**config.mk**
```make
export PLATFORM = sky130hd
export DESIGN_NAME = fetch_sequencer
export DESIGN_NICKNAME = d
export VERILOG_FILES = /design/src/rtl/fetch_sequencer.sv
export SDC_FILE = /design/constraint.sdc
export NUM_CORES = 1
export LEC_CHECK = 0
export ABC_AREA = 0
export BUFFER_PORTS_ARGS = -buffer_cell sky130_fd_sc_hd__buf_2
export CAP_MARGIN = 20
export CORE_ASPECT_RATIO = 0.75
export CORE_MARGIN = 3
export CORE_UTILIZATION = 52
export DETAILED_ROUTE_END_ITERATION = 10
export GPL_ROUTABILITY_DRIVEN = 0
export PLACE_DENSITY = 0.85
export SYNTH_ARGS = -nofsm -noshare
export SYNTH_HDL_FRONTEND = slang
export SYNTH_SLANG_ARGS = --single-unit
```
**constraint.sdc**
```tcl
create_clock -name clk -period 4.4 [get_ports clk]
set_input_delay 0.66 -clock clk [delete_from_list [all_inputs] [get_ports clk]]
set_output_delay 0.66 -clock clk [all_outputs]
set_load 0.05 [all_outputs]
```
**src/rtl/fetch_sequencer.sv**
```systemverilog
// Instruction-fetch sequencer: owns the PC and issues one outstanding read at a time.
// Define FETCH_COUNT_EN to add the accepted-instruction counter and fetch_count port.
module fetch_sequencer #(
  parameter logic [31:0] RESET_ADDR = 32'h0000_0000,
  parameter logic [31:0] INC        = 32'd4
) (
  input  logic        clk,
  input  logic        reset,
  output logic [31:0] mem_addr,
  output logic        mem_rstrb,
  input  logic        mem_rbusy,
  input  logic [31:0] mem_rdata,
  output logic [31:0] instr,
  output logic        instr_valid,
  input  logic        instr_ready,
  input  logic        redirect_valid,
  input  logic [31:0] redirect_addr,
  input  logic        halt
`ifdef FETCH_COUNT_EN
  ,
  output logic [31:0] fetch_count
`endif
);

  typedef enum logic [1:0] {StIdle, StReq, StWait, StHold} state_e;

  state_e      state_q, state_d;
  logic [31:0] pc_q, pc_d;
  logic        flush_q, flush_d;
  logic [31:0] instr_q, instr_d;
  logic        instr_valid_q, instr_valid_d;
  logic [31:0] mem_addr_q, mem_addr_d;
  logic        mem_rstrb_q, mem_rstrb_d;
  logic        launch;

  always_comb begin
    state_d = state_q;
    pc_d    = pc_q;
    flush_d = flush_q;
    instr_d = instr_q;
    launch  = 1'b0;
    unique case (state_q)
      StIdle: begin
        if (!halt) launch = 1'b1;
      end
      StReq: begin
        // REQ without a strobe only happens straight out of reset
        if (!mem_rstrb_q) begin
          launch = 1'b1;
        end else begin
          state_d = StWait;
          if (redirect_valid) flush_d = 1'b1;
        end
      end
      StWait: begin
        if (!mem_rbusy) begin
          if (flush_q || redirect_valid) begin
            flush_d = 1'b0;
            launch  = 1'b1;
          end else begin
            instr_d = mem_rdata;
            pc_d    = pc_q + INC;
            state_d = StHold;
          end
        end else if (redirect_valid) begin
          flush_d = 1'b1;
        end
      end
      StHold: begin
        if (instr_ready || redirect_valid) launch = 1'b1;
      end
      default: state_d = StReq;
    endcase
    if (redirect_valid) pc_d = redirect_addr;
    if (launch) state_d = halt ? StIdle : StReq;
  end

  // Address is captured only when a request is launched so it stays put while outstanding
  always_comb begin
    mem_rstrb_d   = (state_d == StReq);
    instr_valid_d = (state_d == StHold);
    mem_addr_d    = (state_d == StReq) ? pc_d : mem_addr_q;
  end

  always_ff @(posedge clk or posedge reset) begin
    if (reset) begin
      state_q       <= StReq;
      pc_q          <= RESET_ADDR;
      flush_q       <= 1'b0;
      instr_q       <= 32'h0;
      instr_valid_q <= 1'b0;
      mem_addr_q    <= RESET_ADDR;
      mem_rstrb_q   <= 1'b0;
    end else begin
      state_q       <= state_d;
      pc_q          <= pc_d;
      flush_q       <= flush_d;
      instr_q       <= instr_d;
      instr_valid_q <= instr_valid_d;
      mem_addr_q    <= mem_addr_d;
      mem_rstrb_q   <= mem_rstrb_d;
    end
  end

  assign mem_addr    = mem_addr_q;
  assign mem_rstrb   = mem_rstrb_q;
  assign instr       = instr_q;
  assign instr_valid = instr_valid_q;

`ifdef FETCH_COUNT_EN
  logic [31:0] count_q, count_d;

  always_comb begin
    count_d = count_q;
    if (state_q == StHold && instr_ready) count_d = count_q + 32'd1;
  end

  always_ff @(posedge clk or posedge reset) begin
    if (reset) count_q <= 32'h0;
    else       count_q <= count_d;
  end

  assign fetch_count = count_q;
`endif

endmodule

```
[Word level (Yosys, flattened, before mapping)]
Cells that the tools add are included.
Word-level totals
  flip-flop bits (word level): 101
  bits of input ports: 70
  output and inout port bits: 66
  word-level logic and storage cells: 44
Cells by class
  $add $sub $neg: 1
  equality and inequality tests: 7
  muxes and demuxes: 21
  bitwise gates (word level): 2
  reductions and logical operators: 6
Operators with widths (number)
  2-to-1 mux 32 bit: 4
  adder 32 x 3 -> 32 bit, second input constant: 1
  2-to-1 mux 1 bit: 10
  2-to-1 mux 2 bit: 4
  == test 2 bit, second input constant: 3
  AND reduction 3 bit: 2
  == test 2 x 1 -> 1 bit, second input constant: 2
  case mux 1 bit (4 select lines): 1
  case mux 2 bit (2 select lines): 1
  inequality test 3 bit, second input constant: 1
  zero test 2 bit: 1
  logical OR 1 bit: 2
  inequality test 2 bit, second input constant: 1
  NOT 1 bit: 2
  case mux 1 bit (2 select lines): 1
  nonzero test 2 bit: 1

[Longest topological paths before layout]
  depth after elaboration: 6
  mapped depth: 9
  depth with buffers taken out: 7

[Worst setup path before layout]
No wires, ideal clock.
  kind: in2reg
  start: input port redirect_valid
  end: register mem_addr_q[10], in the netlist mem_addr[10]
  setup time: 125 ps
  arrival: 2355 ps
  required time: 4275 ps
  slack: 1920 ps
  stages on the path: 7
  buffers on the path: 2
  path through: clkbuf_1 or4b_1 buf_2 nor4_2 nor2_1 a221o_1 mux2_2
On the way
  elaborated cells between the ends (all ways): 15
  classes of those cells: eq/ne (1); mux (12); reduce/logical (2)
RTL lines
  start: declaration: RTL line 16  | input logic redirect_valid,
  logical OR 1 bit: RTL line 57  | if (flush_q || redirect_valid) begin
  2-to-1 mux 32 bit: RTL line 57
  2-to-1 mux 32 bit: RTL line 56  | if (!mem_rbusy) begin
  2-to-1 mux 32 bit: RTL line 42  | unique case (state_q)
  2-to-1 mux 32 bit *: RTL line 74  | if (redirect_valid) pc_d = redirect_addr;
  named net pc_d[10]: RTL line 28  | logic [31:0] pc_q, pc_d;
  end signal: assignment: RTL line 100  | mem_addr_q <= mem_addr_d;
  end: declaration: RTL line 32  | logic [31:0] mem_addr_q, mem_addr_d;
Mark *: on every way through the listed nets, which the timed path passes. The rest lies on a longest branch.
A chain may end at the register's enable or synchronous reset.

[Worst setup path in the final report]
  start: input port redirect_valid
  end: register mem_addr_q[22], in the netlist mem_addr[22]
Same word-level chain as after synthesis.

==> reports/metrics.cfg <==
[cts]
path_clk_slew_ns=0.07
cts_made_buffers=9
htree_num_levels=3
cts_tree=yes
cts_resized=0
cts_buffer_depth=2
post_cts_buffers=0
cts_root_buf=clkbuf_16
insertion_delay_ns=0.34
cts_hold_buf=0
cts_num_sinks=101

[worst_setup_path]
reg2reg_from=state_q[0]
critical_path_arrival_ns=3.19
critPathKind=in2reg
reg2reg_to=mem_addr[22]
critPathMaxFanout=44
r2r_cells=8
start_kind=input pin
worstPathRequired_ns=4.68
endpoint_kind=flop
reg2reg_slack_ns=1.53

[yosys]
syn_avg_cell_area_sq_um=10.1
synth-seq-cells=101
synth_top_area_cell=dfrtp_1
synth-edff-count=0
synth_top_cell_area_share=0.527
yosysUniqueCellTypes=51
ys_top_cells_by_area=dfrtp_1 53%, nand2_1 9.6%, mux2_2 7.8%, a31oi_1 2.2%, nor2_1 1.9%
synthCells=472
synth_nets=548
ys.flop_type=dfrtp_1
netlist_area_sq_mm=0.00475
ys_seq_area_frac=0.532
ys_warn_count=0
synth_common_cells=122 x nand2_1, 100 x dfrtp_1, 33 x mux2_2
async_flop_share=1.00
synth_most_common_cell=nand2_1

[final_layout]
antenna_cells=0
area_growth_pct=22.4
post-route-util=0.670
fin_nets=678
drive_gt1_frac=0.333

[worst_hold_path]
hold_path.class=reg2reg
whs_endpoint=instr[26]
worst_hold_path.num_cells=2
worstHoldStart=instr[26]

[pwr]
total_leakage_power_uw=0.00285
p_total_uw=4090
powerDensity_mw_per_mm2=704
ir_drop_mv=0.491

[grt]
grt-busiest-layer=met2
grt_max_degree=78
grt_use_met1=0.315
grt_util_all_layers=0.233
first_global_vias=3937
grt.met2_usage=0.377
grt_pass1_wl_um=18800
antenna_found_initial=0
grt_util_met3=0.0629
grt_overflow_total=0

[die]
die_h_um=88.8
dieArea_sq_mm=0.0103
coreArea_sq_mm=0.00867
die_w_um=116
num_rows=29
start_util=0.548
io_pins=136

[timing]
slew_viol_final=0
fin_skew_ns=0.00635
slew_headroom=0.381
timing.fmax_mhz=345
grt_setup_unrepaired=no
min_period_ns=2.90
period_share=0.660
worstMarginPinSlew_ns=0.928
tns_ns=0
setup_viol=0
finalHoldViolCount=0

[run]
maxCapViolations=0

[detailed_routing]
vias=4077
drc=0
finalWirelength_um=11800
avgViaCountPerCell=5.70
wl_per_cell_um=16.6
dr.pass1.iters=6
ant_nets=0
drt-initial-drc-count=417

[outcome]
status=finished, final reports clean

[placed_design]
dp_hpwl_um=8530
port_buffers=135

-- power by group --
part,internal [uW],switching (uW),total [uW]
registers,1220,177,1400
logic,554,1360,1910
clock network,455,328,783
-- final cells by class --
| cell class | instances | area (sq um) |
|---|---|---|
| well taps | 108 | 135 |
| inverters | 13 | 51.3 |
| clock buffers | 12 | 246 |
| multi-input cells | 336 | 2080 |
| clock inverters | 4 | 47.5 |
| repair buffers | 141 | 721 |
| fillers | 696 | 2860 |
| flip-flops and latches | 101 | 2530 |
-- critical path: stages --
cell     delay [ns]
buf_2          0.35
nor4b_4        0.37
buf_4          0.40
nand3_1        0.38
or4_1          0.59
a31oi_1        0.22
mux2_2         0.18
-- how the worst max path moves through the flow --
stage | end | slack (ns) | start | cells after the start
3_3_place_gp | mem_addr[22] | 1.33 | redirect_valid | 7
6_report | mem_addr[22] | 1.50 | redirect_valid | 7
3_5_place_dp | mem_addr[22] | 1.21 | redirect_valid | 7
2_1_floorplan | flush_q | 1.09 | reset | 1
4_1_cts | mem_addr[22] | 1.56 | redirect_valid | 7
5_1_grt | mem_addr[22] | 1.32 | redirect_valid | 7
-- state kept, by name (all words and copies together), names as in the netlist --
signal	cells
pc_q	32
mem_addr	32
mem_rstrb	1
state_q	2
instr	32
instr_valid	1
flush_q	1
-- cells in the final DEF (no fill, tap or decap), types with 3 or more instances in the layout --
master,n
nor3_1,5
ha_1,6
mux2_2,33
inv_1,12
and4_1,5
nand3_1,17
nand4_1,7
xnor2_1,6
nor2b_1,3
a21oi_1,4
nand2b_1,4
nor4_1,6
clkbuf_16,9
a31oi_1,17
and2_1,4
a221o_1,3
buf_2,135
buf_4,6
nor2_1,24
o31ai_1,9
dfrtp_1,100
o21ai_0,12
and3_1,5
or3_1,3
or4_1,8
nand2_1,122
o31a_1,4
-- kinds of logic after synthesis --
kind of cell / count (synthesis) / share of synthesized area
adders and majority gates: 6 / 0.0158
AOI/OAI and AO/OA: 61 / 0.0885
buffers and inverters: 35 / 0.0306
DFF: 101 / 0.532
muxes: 34 / 0.0806
xor gates and xnor gates: 8 / 0.0148
and+or+nand+nor: 227 / 0.237
-- layer usage --
| layer | part of all wire | vias to the layer above |
|---|---|---|
| li1 | - | 1925 |
| met1 | 0.45 | 1978 |
| met2 | 0.47 | 155 |
| met3 | 0.065 | 19 |
| met4 | 0.015 | 0 |
| met5 | 0 | - |
-- per-stage QoR --
step / worst slack (ns) / instances / hold WS (ns) / cell area, sq um
6_report: 1.50 / 715 / 0.473 / 5810
4_1_cts: 1.56 / 715 / 0.476 / 5810
3_5_place_dp: 1.21 / 699 / 0.459 / 5520
5_1_grt: 1.32 / 715 / 0.493 / 5810
3_3_place_gp: 1.33 / 699 / 0.453 / 5520
2_1_floorplan: 1.09 / 472 / 0.469 / 4750
No activity file was read; power rests on OpenSTA's default activity.
